==> src/rtl/ustc_pkg.sv <==
// ustc_pkg: shared constants and helpers for the DN feeder slice.
//   - Default geometry of the sparse distribution network.
//   - Width-derivation functions used to size lines and the idx bus.
//   - Range check applied to every crossbar select index.
package ustc_pkg;

  localparam int NUM_XBAR_DEF     = 4;
  localparam int N_XBAR_IN_DEF    = 8;
  localparam int DW_DATA_DEF      = 32;
  localparam int DW_IDX_DEF       = 4;
  localparam int NUM_PER_LINE_DEF = 1;
  localparam int TILE_BEATS_DEF   = 4;
  localparam int DW_TILE_DEF      = 16;

  // Width of one dense line.
  function automatic int dn_line_w(input int dw_data, input int num_per_line);
    return dw_data * num_per_line;
  endfunction

  // Total number of DN outputs, which is also the number of idx fields.
  function automatic int dn_out_n(input int num_xbar, input int n_xbar_in);
    return num_xbar * n_xbar_in;
  endfunction

  // A select index is usable only if it addresses an existing crossbar input.
  function automatic logic idx_in_range(input int field, input int n_xbar_in);
    return (field < n_xbar_in);
  endfunction

endpackage

==> src/rtl/ustc_fifo2.sv <==
// ustc_fifo2: generic 2-entry valid/ready FIFO with synchronous clear.
//   clk, reset (async, active-low), clear (sync flush, beats of that cycle dropped)
//   in_valid/in_ready/in_data   : write side; in_ready depends only on occupancy
//   out_valid/out_ready/out_data: read side; out_data is the head entry
// No bypass path: a beat written at edge t becomes visible the cycle after t.
module ustc_fifo2 #(
  parameter int W = 8
) (
  input  logic         clk,
  input  logic         reset,
  input  logic         clear,
  input  logic         in_valid,
  output logic         in_ready,
  input  logic [W-1:0] in_data,
  output logic         out_valid,
  input  logic         out_ready,
  output logic [W-1:0] out_data
);

  logic [W-1:0] mem [2];
  logic         wr_ptr;
  logic         rd_ptr;
  logic [1:0]   cnt;
  logic         push;
  logic         pop;

  assign in_ready  = (cnt != 2'd2);
  assign out_valid = (cnt != 2'd0);
  assign out_data  = mem[rd_ptr];

  // clear wins over both handshakes in the same cycle.
  assign push = in_valid & in_ready & ~clear;
  assign pop  = out_valid & out_ready & ~clear;

  always_ff @(posedge clk or negedge reset) begin
    if (!reset) begin
      wr_ptr <= 1'b0;
      rd_ptr <= 1'b0;
      cnt    <= 2'd0;
    end else if (clear) begin
      wr_ptr <= 1'b0;
      rd_ptr <= 1'b0;
      cnt    <= 2'd0;
    end else begin
      if (push) wr_ptr <= ~wr_ptr;
      if (pop)  rd_ptr <= ~rd_ptr;
      case ({push, pop})
        2'b10:   cnt <= cnt + 2'd1;
        2'b01:   cnt <= cnt - 2'd1;
        default: cnt <= cnt;
      endcase
    end
  end

  // Storage is zeroed on reset so the presented payload reads 0 when empty.
  always_ff @(posedge clk or negedge reset) begin
    if (!reset) begin
      for (int i = 0; i < 2; i++) mem[i] <= '0;
    end else if (push) begin
      mem[wr_ptr] <= in_data;
    end
  end

endmodule

==> src/rtl/ustc_dn_feeder.sv <==
// ustc_dn_feeder: staging stage in front of the sparse distribution network.
//   clk, reset (async, active-low), clear (sync flush of FIFO, counters, idx_err)
//   s_valid/s_ready/s_data/s_idx : beats from the operand fetch path
//   m_valid/m_ready/m_data/m_idx : head beat presented to the DN (idx sanitised)
//   m_last   : presented beat closes the current tile
//   tile_cnt : completed tiles, wrapping
//   idx_err  : sticky flag, an accepted beat carried an out-of-range index
// DW_IDX must satisfy 2**DW_IDX >= N_XBAR_IN.
module ustc_dn_feeder
  import ustc_pkg::*;
#(
  parameter int NUM_XBAR     = NUM_XBAR_DEF,
  parameter int N_XBAR_IN    = N_XBAR_IN_DEF,
  parameter int N_DN_IN      = dn_out_n(NUM_XBAR, N_XBAR_IN),
  parameter int DW_DATA      = DW_DATA_DEF,
  parameter int DW_IDX       = DW_IDX_DEF,
  parameter int NUM_PER_LINE = NUM_PER_LINE_DEF,
  parameter int DW_LINE      = dn_line_w(DW_DATA, NUM_PER_LINE),
  parameter int TILE_BEATS   = TILE_BEATS_DEF,
  parameter int DW_TILE      = DW_TILE_DEF
) (
  input  logic                         clk,
  input  logic                         reset,
  input  logic                         clear,
  input  logic                         s_valid,
  output logic                         s_ready,
  input  logic [N_XBAR_IN*DW_LINE-1:0] s_data,
  input  logic [N_DN_IN*DW_IDX-1:0]    s_idx,
  output logic                         m_valid,
  input  logic                         m_ready,
  output logic [N_XBAR_IN*DW_LINE-1:0] m_data,
  output logic [N_DN_IN*DW_IDX-1:0]    m_idx,
  output logic                         m_last,
  output logic [DW_TILE-1:0]           tile_cnt,
  output logic                         idx_err
);

  localparam int DW_D = N_XBAR_IN * DW_LINE;
  localparam int DW_I = N_DN_IN * DW_IDX;
  localparam int BW   = (TILE_BEATS > 1) ? $clog2(TILE_BEATS) : 1;
  localparam logic [BW-1:0] BEAT_LAST = BW'(TILE_BEATS - 1);

  logic [DW_I-1:0]      idx_san;
  logic                 idx_bad;
  logic                 accept;
  logic                 pop;
  logic [BW-1:0]        beat_cnt;
  logic [DW_D+DW_I-1:0] fifo_out;

  // Out-of-range fields are replaced by 0 before they are stored, so the DN
  // never sees an index that addresses a missing crossbar input.
  always_comb begin
    idx_san = '0;
    idx_bad = 1'b0;
    for (int j = 0; j < N_DN_IN; j++) begin
      if (idx_in_range(int'(s_idx[j*DW_IDX +: DW_IDX]), N_XBAR_IN))
        idx_san[j*DW_IDX +: DW_IDX] = s_idx[j*DW_IDX +: DW_IDX];
      else
        idx_bad = 1'b1;
    end
  end

  ustc_fifo2 #(
    .W (DW_D + DW_I)
  ) u_fifo (
    .clk       (clk),
    .reset     (reset),
    .clear     (clear),
    .in_valid  (s_valid),
    .in_ready  (s_ready),
    .in_data   ({s_data, idx_san}),
    .out_valid (m_valid),
    .out_ready (m_ready),
    .out_data  (fifo_out)
  );

  assign m_data = fifo_out[DW_I +: DW_D];
  assign m_idx  = fifo_out[0 +: DW_I];
  assign m_last = m_valid & (beat_cnt == BEAT_LAST);

  assign accept = s_valid & s_ready & ~clear;
  assign pop    = m_valid & m_ready & ~clear;

  always_ff @(posedge clk or negedge reset) begin
    if (!reset) begin
      beat_cnt <= '0;
      tile_cnt <= '0;
      idx_err  <= 1'b0;
    end else if (clear) begin
      beat_cnt <= '0;
      tile_cnt <= '0;
      idx_err  <= 1'b0;
    end else begin
      if (pop) beat_cnt <= (beat_cnt == BEAT_LAST) ? '0 : beat_cnt + BW'(1);
      if (pop && m_last) tile_cnt <= tile_cnt + DW_TILE'(1);
      if (accept && idx_bad) idx_err <= 1'b1;
    end
  end

endmodule

==> config.mk <==
export PLATFORM = sky130hd
export DESIGN_NAME = ustc_dn_feeder
export DESIGN_NICKNAME = d
export VERILOG_FILES = /design/src/rtl/ustc_pkg.sv /design/src/rtl/ustc_fifo2.sv /design/src/rtl/ustc_dn_feeder.sv
export SDC_FILE = /design/constraint.sdc
export NUM_CORES = 1
export LEC_CHECK = 0
export BUFFER_PORTS_ARGS = -buffer_cell sky130_fd_sc_hd__buf_2
export CELL_PAD_IN_SITES_DETAIL_PLACEMENT = 1
export CELL_PAD_IN_SITES_GLOBAL_PLACEMENT = 1
export CORE_AREA = 2 2 312 314
export DETAILED_ROUTE_END_ITERATION = 16
export DIE_AREA = 0 0 314 316
export PLACE_DENSITY = 0.72
export SYNTH_ARGS = -nofsm -noshare
export SYNTH_HDL_FRONTEND = slang
export SYNTH_SLANG_ARGS = --single-unit
==> constraint.sdc <==
create_clock -name clk -period 2.43 [get_ports clk]
set_input_delay 0.486 -clock clk [delete_from_list [all_inputs] [get_ports clk]]
set_output_delay 0.486 -clock clk [all_outputs]
set_load 0.005 [all_outputs]
==> results of run 1 <==
Yosys cell counts, drive strengths merged:
cell     number  area (um2)
mux2        864       10500
dfrtp       727       18200
nand2       199         747
o21ai       195         976
buf         139        1140
nand2b      102         638
clkbuf       38         143
nor2         15        56.3
nor4         10        68.8
a21oi         7        35.0
inv           6        22.5
mux2i         6        60.1
nor3          5        25.0
xnor2         5        43.8
xor2          5        43.8
nand3         4        20.0
nand4         4        25.0
a31o          2        17.5
a31oi         2        12.5
ha            2        25.0
nand3b        2        15.0
nand4b        2        32.5
or2           2        12.5
a211oi        1        7.51
and3          1        6.26
and4          1        8.76
conb          1        3.75
nand4bb       1        11.3
nor3b         1        7.51
o2111ai       1        8.76
o21a          1        7.51
o21ba         1        10.0
or3           1        6.26
or4           1        7.51
power groups by stage:
stage / clock [uW] / sequential [uW] / combinational, uW
after detailed placement: 0 / 17000 / 9170
after floorplan: 0 / 16300 / 5830
after CTS: 13100 / 16900 / 9450
final: 12700 / 16900 / 9480
after global routing: 13600 / 17300 / 10300
after global placement: 0 / 16900 / 8920
metal layers:
metal  vias up  track usage
met3       188       0.0552
met1     11100        0.223
met5         -            0
li1       9855            -
met2       667        0.337
met4        32       0.0825
registers in the layout, indices dropped and copies added, names as in the netlist:
register       cells
tile_cnt          16
u_fifo.rd_ptr      1
u_fifo.mem       704
idx_err            1
u_fifo.cnt         2
beat_cnt           2
u_fifo.wr_ptr      1
cells in the final DEF (no fill, tap or decap), drive strengths merged, types with 6 or more instances in the layout:
master  count
mux2      864
mux2i       6
clkbuf    118
bufinv      8
nand2     199
conb       32
diode      18
nor2       15
dfrtp     727
nand2b    102
nor4       10
clkinv     14
inv        10
buf       888
o21ai     195
a21oi       7
worst min-delay path by stage:
| stage | from | endpoint |
|---|---|---|
| final | s_data[102] | u_fifo.mem[614]$_DFFE_PN0P_ |
| after CTS | s_data[88] | u_fifo.mem[600]$_DFFE_PN0P_ |
| after global routing | s_data[132] | u_fifo.mem[644]$_DFFE_PN0P_ |
| after detailed placement | reset | u_fifo.mem[648]$_DFFE_PN0P_ |
| after floorplan | reset | beat_cnt[0]$_DFFE_PN0P_ |
| after global placement | u_fifo.mem[93]$_DFFE_PN0P_ | u_fifo.mem[93]$_DFFE_PN0P_ |
stage by stage:
| stage | cells | area (um2) |
|---|---|---|
| 6_report | 4536 | 41900 |
| 4_1_cts | 4503 | 41600 |
| 3_3_place_gp | 4350 | 38500 |
| 3_5_place_dp | 4350 | 38500 |
| 5_1_grt | 4533 | 41900 |
| 2_1_floorplan | 2385 | 33100 |
critical path, cell delays in order, from the launching register on:
cell and delay, ns:
dfrtp_4 0.52, buf_16 0.18, buf_12 0.16, buf_4 0.15
mux2_2 0.31, buf_2 0.16
cells by family (layout without fill, tap and decap cells):
kind of cell               count (synthesis)  in the layout
other                                      1             50
muxes                                    870            870
xor gates and xnor gates                  10             10
and+or+nand+nor                          351            351
buffers and inverters                    183           1040
DFF                                      727            727
adders and majority gates                  2              2
AOI/OAI and AO/OA                        210            210
area by class of cell:
class / instances / area [um2] / share of cell area
tap: 1276 / 1600 / 0.0381
multi-input combinational: 1475 / 13600 / 0.325
clock buffer: 114 / 2380 / 0.0567
sequential: 727 / 18200 / 0.434
inverter: 6 / 22.5 / 0.000537
antenna: 18 / 45.0 / 0.00107
timing repair buffer: 893 / 5700 / 0.136
clock inverter: 27 / 353 / 0.00841
repair_timing:
| action | in CTS | in global routing |
|---|---|---|
| hold buffers | 1 | 0 |
| endpoints found under the setup margin | 338 | 344 |
| gates cloned | 3 | 5 |
| pin swaps | 0 | 0 |
| hold endpoints to repair | 20 | 0 |
| resized for setup | 37 | 28 |
| buffers inserted | 8 | 10 |
==> impl_metrics.py, run 1 <==
metrics = {
    "run_status": {
        "status": "finished, violations left",
        "violations": "negative setup slack",
    },
    "worst_hold_path": {
        "hold_path_depth": 2,
        "min_path_type": "in2reg",
    },
    "power": {
        "clkPwrFrac": 0.325,
        "p_int_uw": 28500,
        "comb_power_share": 0.242,
        "pwr-share-seq": 0.433,
        "p_sw_uw": 10600,
        "ir_worst_vdd_uv": 550,
        "swShare": 0.272,
        "power_uw": 39100,
        "p_per_area_nw_per_um2": 933,
        "p_leak_uw": 0.0203,
    },
    "detailed_routing": {
        "num_vias": 21800,
        "drt-pass1-iter-count": 4,
        "m1WireLength_um": 38600,
        "wl_met2_um": 50900,
        "drc_errors": 0,
        "vias_per_cell": 4.81,
        "drtIter0Drc": 913,
        "post_drt_wl_per_cell_um": 22.0,
        "ant_nets": 0,
        "wirelength_um": 99900,
        "wl_met3_um": 6790,
        "dr.max_layer_used": "met5",
    },
    "worst_setup_path": {
        "reg2reg_slack_ns": 0.35,
        "crit_path_end_kind": "primary output",
        "reg2regPathDepth": 5,
        "crit_fanout": 12,
        "crit_end": "m_idx[46]",
        "arrival_ns": 2.13,
        "startpoint_type": "register",
        "startpoint": "u_fifo.rd_ptr$_DFFE_PN0P_",
        "r2r-start": "u_fifo.cnt[0]$_DFFE_PN0P_",
        "critPathKind": "reg2out",
        "rr_endpoint": "u_fifo.mem[674]$_DFFE_PN0P_",
        "worstPathRequired_ns": 1.94,
    },
    "synth": {
        "syn_avg_cell_area_um2": 14.0,
        "synth-compound-area-share": 0.0326,
        "syn_inst": 2354,
        "synthAdderAreaFrac": 0.000759,
        "syn-cell-area_um2": 33000,
        "synth_simple_gate_area_frac": 0.0512,
        "yosysUniqueCellTypes": 42,
        "yosysWarnings": 0,
        "synth_top_family_by_area": "multiplexers",
        "synthMuxAreaShare": 0.322,
        "ys_seq_elements": 727,
        "ys_seq_area_frac": 0.551,
        "synth_xor_area_frac": 0.00266,
    },
    "cts": {
        "clkTransAtPathRegs_ns": 0.06,
        "clk_latency_ns": 0.63,
        "cts_max_level": 3,
        "cts_tree": "yes",
        "cts_root_buf": "clkbuf_16",
        "cts.sinks": 727,
        "cts_buffer_depth": 3,
        "cts_made_buffers": 84,
    },
    "placed_design": {
        "place_hpwl_um": 71400,
        "gp_congestion": 0.812,
        "preCtsSetupSlack_ns": 0.370,
        "port_buffers": 760,
    },
    "floorplan": {
        "dieWidth_um": 314,
        "die_y_um": 316,
        "io-pin-count": 793,
        "start_util": 0.344,
        "core_um2": 96000,
        "core.rowCount": 114,
        "die-area_um2": 99200,
    },
    "global_route": {
        "grt_max_degree": 105,
        "grt_util_all_layers": 0.194,
        "overflow": 0,
        "grt_antenna_before_repair": 36,
        "grt_pass1_wl_um": 148000,
        "first_global_vias": 24100,
    },
    "timing": {
        "timing.fmax_ghz": 0.382,
        "relSlewSlack": 0.589,
        "rsz0062_at_grt": "true",
        "fin_setup_tns_ns": -40.58,
        "finalSetupViolations": 341,
        "tightest_slew_ns": 0.617,
        "min_period_ns": 2.62,
        "final_hold_viol_count": 0,
        "setup_slack_ns": -0.185,
        "fin_skew_ns": 0.0175,
        "period_share": 1.08,
        "slew_violations": 0,
        "hold_slack_ns": 0.0872,
    },
    "layout": {
        "drive_gt1_frac": 0.563,
        "nets": 3578,
        "synthToLayoutAreaGrowth_pct": 27.1,
        "final_core_util": 0.437,
        "final.fill_count": 10200,
    },
    "run": {
        "max_cap_viol_count": 0,
    },
}
Note: power is estimated with default switching activity, not from simulation.
==> run 2, diff against run 1 <==
--- a/config.mk
+++ b/config.mk
@@ -8,10 +8,11 @@
 export BUFFER_PORTS_ARGS = -buffer_cell sky130_fd_sc_hd__buf_2
 export CELL_PAD_IN_SITES_DETAIL_PLACEMENT = 1
 export CELL_PAD_IN_SITES_GLOBAL_PLACEMENT = 1
-export CORE_AREA = 2 2 312 314
+export CORE_AREA = 2 2 308 310
+export CTS_BUF_LIST = sky130_fd_sc_hd__clkbuf_4
 export DETAILED_ROUTE_END_ITERATION = 16
-export DIE_AREA = 0 0 314 316
-export PLACE_DENSITY = 0.72
+export DIE_AREA = 0 0 310 312
+export PLACE_DENSITY = 0.73
 export SYNTH_ARGS = -nofsm -noshare
 export SYNTH_HDL_FRONTEND = slang
 export SYNTH_SLANG_ARGS = --single-unit
==> run 2 against run 1 <==
Net effect: the run still ends with negative setup slack left; largest power group unchanged; routed wire length up 26%; core utilization up 6.3 points; maximum frequency down 16%; count of clock-buffer cells in the layout up 191; critical path type unchanged; hold slack better by 0.040 ns.
==> impl_metrics.py, run 2 (synthesis gave the netlist of run 1 again) <==
metrics = {
    "layout": {
        "finish.instance_area_um2": 46500,
        "final_common_cell": "buf_2",
        "synthToLayoutAreaGrowth_pct": 41.0,
        "regMostFlops": "u_fifo.mem",
        "final_cell_mix": "buf_2, dfrtp_1, mux2_2",
        "top_regs": "u_fifo.mem: 704 flops, tile_cnt: 16 flops",
        "drive_gt1_frac": 0.519,
        "largest_reg_flops": 704,
        "nets": 4133,
        "fin_cells": 5174,
    },
    "detailed_routing": {
        "wirelength_um": 126000,
        "drt-pass1-iter-count": 4,
        "drc_errors": 0,
        "vias_per_cell": 4.94,
        "post_drt_wl_per_cell_um": 24.4,
        "ant_nets": 0,
        "drtIter0Drc": 1189,
        "num_vias": 25500,
    },
    "cts": {
        "cts_buffer_depth": 3,
        "clkTransAtPathRegs_ns": 0.09,
        "cts_root_buf": "clkbuf_4",
        "cts_made_buffers": 196,
        "clk_latency_ns": 1.14,
        "cts_max_level": 4,
        "cts_tree": "yes",
        "cts.sinks": 727,
    },
    "floorplan": {
        "dieWidth_um": 310,
        "core.rowCount": 112,
        "die_y_um": 312,
        "start_util": 0.355,
        "die-area_um2": 96700,
        "core_um2": 93000,
        "io-pin-count": 793,
    },
    "worst_setup_path": {
        "reg2regPathDepth": 7,
        "crit_fanout": 10,
        "r2r-start": "u_fifo.cnt[1]$_DFFE_PN0P_",
        "worstPathRequired_ns": 1.94,
        "critPathKind": "reg2out",
        "crit_path_end_kind": "primary output",
        "reg2reg_slack_ns": 0.26,
        "startpoint_type": "register",
        "arrival_ns": 2.61,
        "startpoint": "u_fifo.rd_ptr$_DFFE_PN0P_",
        "rr_endpoint": "u_fifo.mem[643]$_DFFE_PN0P_",
    },
    "timing": {
        "rsz0062_at_grt": "true",
        "fin_skew_ns": 0.0582,
        "finalSetupViolations": 352,
        "timing.fmax_ghz": 0.323,
        "relSlewSlack": 0.552,
        "period_share": 1.27,
        "tightest_slew_ns": 0.671,
        "min_period_ns": 3.10,
        "slew_violations": 0,
        "hold_slack_ns": 0.127,
        "setup_slack_ns": -0.665,
        "final_hold_viol_count": 0,
    },
    "placed_design": {
        "gp_congestion": 0.802,
        "dp.cells": 4324,
        "preCtsSetupSlack_ns": 0.182,
        "port_buffers": 760,
        "postPlaceCellArea_um2": 38600,
        "place_hpwl_um": 69700,
    },
    "power": {
        "p_leak_uw": 0.0224,
        "ir_worst_vdd_uv": 525,
        "power_uw": 39800,
        "p_per_area_nw_per_um2": 856,
    },
    "run_status": {
        "status": "finished, violations left",
        "violations": "negative setup slack",
    },
    "worst_hold_path": {
        "min_path_type": "in2async",
    },
    "global_route": {
        "grt_pass1_wl_um": 182000,
        "overflow": 0,
        "first_global_vias": 29600,
        "grt_util_all_layers": 0.245,
        "grt_max_degree": 76,
        "grt_antenna_before_repair": 19,
    },
    "run": {
        "max_cap_viol_count": 0,
    },
}
-- run 2: cell types whose count changed in the layout (fill, tap and decap cells not counted), moves of 15 or more --
cell and delta:
clkbuf_1 -15, clkbuf_16 -80, clkbuf_4 +305, clkinv_1 +34, dlygate4sd3_1 +442, mux2_2 -18, mux2_4 +18
-- run 2: where the power goes --
group          leakage [uW]  internal (uW)  switching (uW)
clock               0.00151           5800            5970
sequential          0.00891          15100            2030
combinational        0.0119           6310            4530
-- run 2: worst max path at each step --
stage	slack [ns]	end
2_1_floorplan	0.49	m_data[23]
3_3_place_gp	0.20	idx_err$_DFFE_PN0P_
3_5_place_dp	0.18	idx_err$_DFFE_PN0P_
4_1_cts	-0.78	m_idx[76]
5_1_grt	-0.79	m_idx[98]
6_report	-0.67	m_data[238]
-- run 2: repair_timing --
action	in CTS	in global routing
cloned	5	12
endpoints found under the hold margin	1453	0
gates resized for setup	60	29
setup buffers	4	9
pin swaps	0	2
endpoints found under the setup margin	356	355
hold buffers	444	0
-- run 2: cell type report --
cell class	instances	area (um2)
Antenna cell	24	60.1
Clock buffer	305	2290
Clock inverter	47	239
Fill cell	9863	46500
Inverter	6	22.5
Multi-Input combinational cell	1475	13700
Sequential cell	727	18200
Tap cell	1254	1570
Timing Repair Buffer	1336	10400
-- run 2: through the flow --
stage	util	setup TNS (ns)
4_1_cts	0.495	-251.44
2_1_floorplan	-	0
3_3_place_gp	0.415	0
5_1_grt	0.500	-257.95
6_report	0.500	-205.94
3_5_place_dp	0.415	0
-- run 2: worst max-delay path, stage by stage, from the launching register on --
cell and delay [ns]:
dfrtp_4 0.50, buf_4 0.17, buf_16 0.16, clkbuf_16 0.20
mux2_4 0.33, buf_6 0.12
-- run 2: metal layers --
metal	vias to the layer above	track usage	wire [um]
met5	-	0	11
li1	11100	-	-
met2	1011	0.432	65200
met4	2	0.125	5910
met3	322	0.0694	7950
met1	13100	0.267	47200
==> run 3, diff against run 2 <==
--- a/config.mk
+++ b/config.mk
@@ -5,7 +5,7 @@
 export SDC_FILE = /design/constraint.sdc
 export NUM_CORES = 1
 export LEC_CHECK = 0
-export BUFFER_PORTS_ARGS = -buffer_cell sky130_fd_sc_hd__buf_2
+export BUFFER_PORTS_ARGS = -buffer_cell sky130_fd_sc_hd__buf_4
 export CELL_PAD_IN_SITES_DETAIL_PLACEMENT = 1
 export CELL_PAD_IN_SITES_GLOBAL_PLACEMENT = 1
 export CORE_AREA = 2 2 308 310
@@ -13,6 +13,7 @@
 export DETAILED_ROUTE_END_ITERATION = 16
 export DIE_AREA = 0 0 310 312
 export PLACE_DENSITY = 0.73
+export RECOVER_POWER = 100
 export SYNTH_ARGS = -nofsm -noshare
 export SYNTH_HDL_FRONTEND = slang
 export SYNTH_SLANG_ARGS = --single-unit
==> run 3 against run 2 <==
Net effect: the flow finishes with violations (max-capacitance violations, max-slew violations, negative setup slack); cell count fell by 0.77%; largest power group unchanged; power rose by 3.8%; combinational power rose by 15%; sequential power barely moved; largest cell class unchanged; routed wire length rose by 3.3%; sequential share of layout area fell by 1.6 points; core utilization rose by 2.2 points.
==> impl_metrics.py, run 3 (synthesis gave the netlist of run 1 again) <==
metrics = {
    "run_status": {
        "status": "finished, violations left",
        "violations": "max-capacitance violations, max-slew violations, negative setup slack",
    },
    "placed_design": {
        "gp_congestion": 0.780,
        "place_hpwl_um": 71400,
        "postPlaceCellArea_um2": 40300,
        "port_buffers": 760,
    },
    "layout": {
        "final_cell_mix": "dfrtp_1, buf_4, mux2_2",
        "drive_gt1_frac": 0.518,
        "synthToLayoutAreaGrowth_pct": 47.2,
        "finish.instance_area_um2": 48500,
        "top_regs": "u_fifo.mem: 704 flops, tile_cnt: 16 flops",
        "regMostFlops": "u_fifo.mem",
        "nets": 4116,
        "final_common_cell": "dfrtp_1",
        "final_core_util": 0.522,
        "largest_reg_flops": 704,
    },
    "detailed_routing": {
        "drt-pass1-iter-count": 5,
        "ant_nets": 0,
        "num_vias": 25600,
        "vias_per_cell": 4.98,
        "drc_errors": 0,
        "drtIter0Drc": 1095,
        "wirelength_um": 130000,
        "post_drt_wl_per_cell_um": 25.4,
    },
    "floorplan": {
        "die-area_um2": 96700,
        "core_um2": 93000,
        "dieWidth_um": 310,
        "die_y_um": 312,
        "io-pin-count": 793,
        "core.rowCount": 112,
        "start_util": 0.355,
    },
    "worst_setup_path": {
        "arrival_ns": 2.52,
        "critPathKind": "reg2out",
        "crit_path_end_kind": "primary output",
        "startpoint_type": "register",
        "crit_fanout": 23,
        "worstPathRequired_ns": 1.94,
    },
    "global_route": {
        "grt_max_degree": 92,
        "overflow": 0,
        "grt_pass1_wl_um": 182000,
        "grt_util_all_layers": 0.246,
        "first_global_vias": 29200,
        "grt_antenna_before_repair": 19,
    },
    "power": {
        "p_per_area_nw_per_um2": 851,
        "ir_worst_vdd_uv": 441,
        "p_int_uw": 28600,
        "p_sw_uw": 12700,
        "pwr-share-seq": 0.417,
        "comb_power_share": 0.301,
        "power_uw": 41300,
        "p_leak_uw": 0.0230,
        "clkPwrFrac": 0.283,
        "swShare": 0.309,
    },
    "timing": {
        "final_hold_viol_count": 0,
        "slew_violations": 21,
        "period_share": 1.24,
        "finalSetupViolations": 584,
        "tightest_slew_ns": 2.39,
        "setup_slack_ns": -0.577,
        "rsz0062_at_grt": "true",
        "min_period_ns": 3.01,
        "timing.fmax_ghz": 0.333,
        "fin_skew_ns": 0.105,
        "relSlewSlack": -0.595,
    },
    "run": {
        "max_cap_viol_count": 1,
    },
    "cts": {
        "cts_root_buf": "clkbuf_4",
        "cts_buffer_depth": 3,
        "cts.sinks": 727,
        "cts_max_level": 4,
        "cts_made_buffers": 197,
        "clk_latency_ns": 1.13,
        "clkTransAtPathRegs_ns": 0.10,
        "cts_tree": "yes",
    },
    "worst_hold_path": {
        "min_path_type": "in2reg",
    },
}
run 3: cell types whose count changed in the layout (fill, tap and decap cells not counted), moves of 17 or more:
| cell | previous run | this run |
|---|---|---|
| buf_6 | 24 | 120 |
| buf_2 | 737 | 1 |
| buf_12 | 47 | 30 |
| mux2_2 | 553 | 484 |
| buf_4 | 60 | 690 |
| mux2_4 | 244 | 313 |
run 3: per-layer routing:
layer	vias up	track usage	routed length [um]
met5	-	0	13
met4	2	0.116	5910
met3	325	0.0671	8130
met2	982	0.440	68000
met1	13200	0.268	48300
li1	11000	-	-
run 3: worst paths after layout:
path | from | depth (start not counted) | slack, ns | to
max in group asynchronous | reset | 3 | -0.35 | u_fifo.rd_ptr$_DFFE_PN0P_
worst min-delay path | s_data[53] | 3 | 0.14 | u_fifo.mem[181]$_DFFE_PN0P_
worst max register to register | u_fifo.cnt[0]$_DFFE_PN0P_ | 5 | 0.34 | u_fifo.mem[578]$_DFFE_PN0P_
worst max-delay path | u_fifo.rd_ptr$_DFFE_PN0P_ | 4 | -0.58 | m_data[141]
worst min register to register | u_fifo.mem[464]$_DFFE_PN0P_ | 2 | 0.48 | u_fifo.mem[464]$_DFFE_PN0P_
min in group asynchronous | reset | 3 | 1.86 | u_fifo.mem[361]$_DFFE_PN0P_
run 3: area by class of cell:
type / instances / area (um2)
Fill cell: 9574 / 44500
Clock inverter: 30 / 180
Sequential cell: 727 / 18200
Tap cell: 1254 / 1570
Antenna cell: 20 / 50.0
Clock buffer: 304 / 2280
Timing Repair Buffer: 1318 / 12300
Multi-Input combinational cell: 1475 / 14000
Inverter: 6 / 22.5
run 3: critical path, stage by stage, from the launching register on:
cell and delay [ns]:
dfrtp_4 0.47, buf_16 0.20, buf_12 0.22, mux2_2 0.40
buf_4 0.15
run 3: what timing repair did:
action,in CTS,in global routing
setup buffers,9,4
gates cloned,6,12
hold buffers,435,0
endpoints found under the setup margin,356,355
endpoints found under the hold margin,1454,0
gates resized for setup,68,173
run 3: power groups by stage:
stage / sequential, uW / combinational (uW) / clock, uW
final: 17200 / 12400 / 11700
after detailed placement: 16900 / 10300 / 0
after CTS: 16800 / 11200 / 11500
after global routing: 17400 / 13100 / 12600
after floorplan: 16300 / 5830 / 0
after global placement: 16700 / 10000 / 0
run 3: metrics by stage:
| step | instances | hold WS (ns) | setup TNS, ns | setup slack [ns] |
|---|---|---|---|---|
| after floorplan | 2385 | 0.190 | 0 | 0.490 |
| after global placement | 4314 | 0.455 | 0 | 0.0987 |
| after detailed placement | 4314 | 0.466 | 0 | 0.0646 |
| after CTS | 5098 | 0.000877 | -244.58 | -0.751 |
| after global routing | 5131 | -0.00450 | -269.70 | -0.790 |
| final | 5134 | 0.144 | -208.06 | -0.577 |
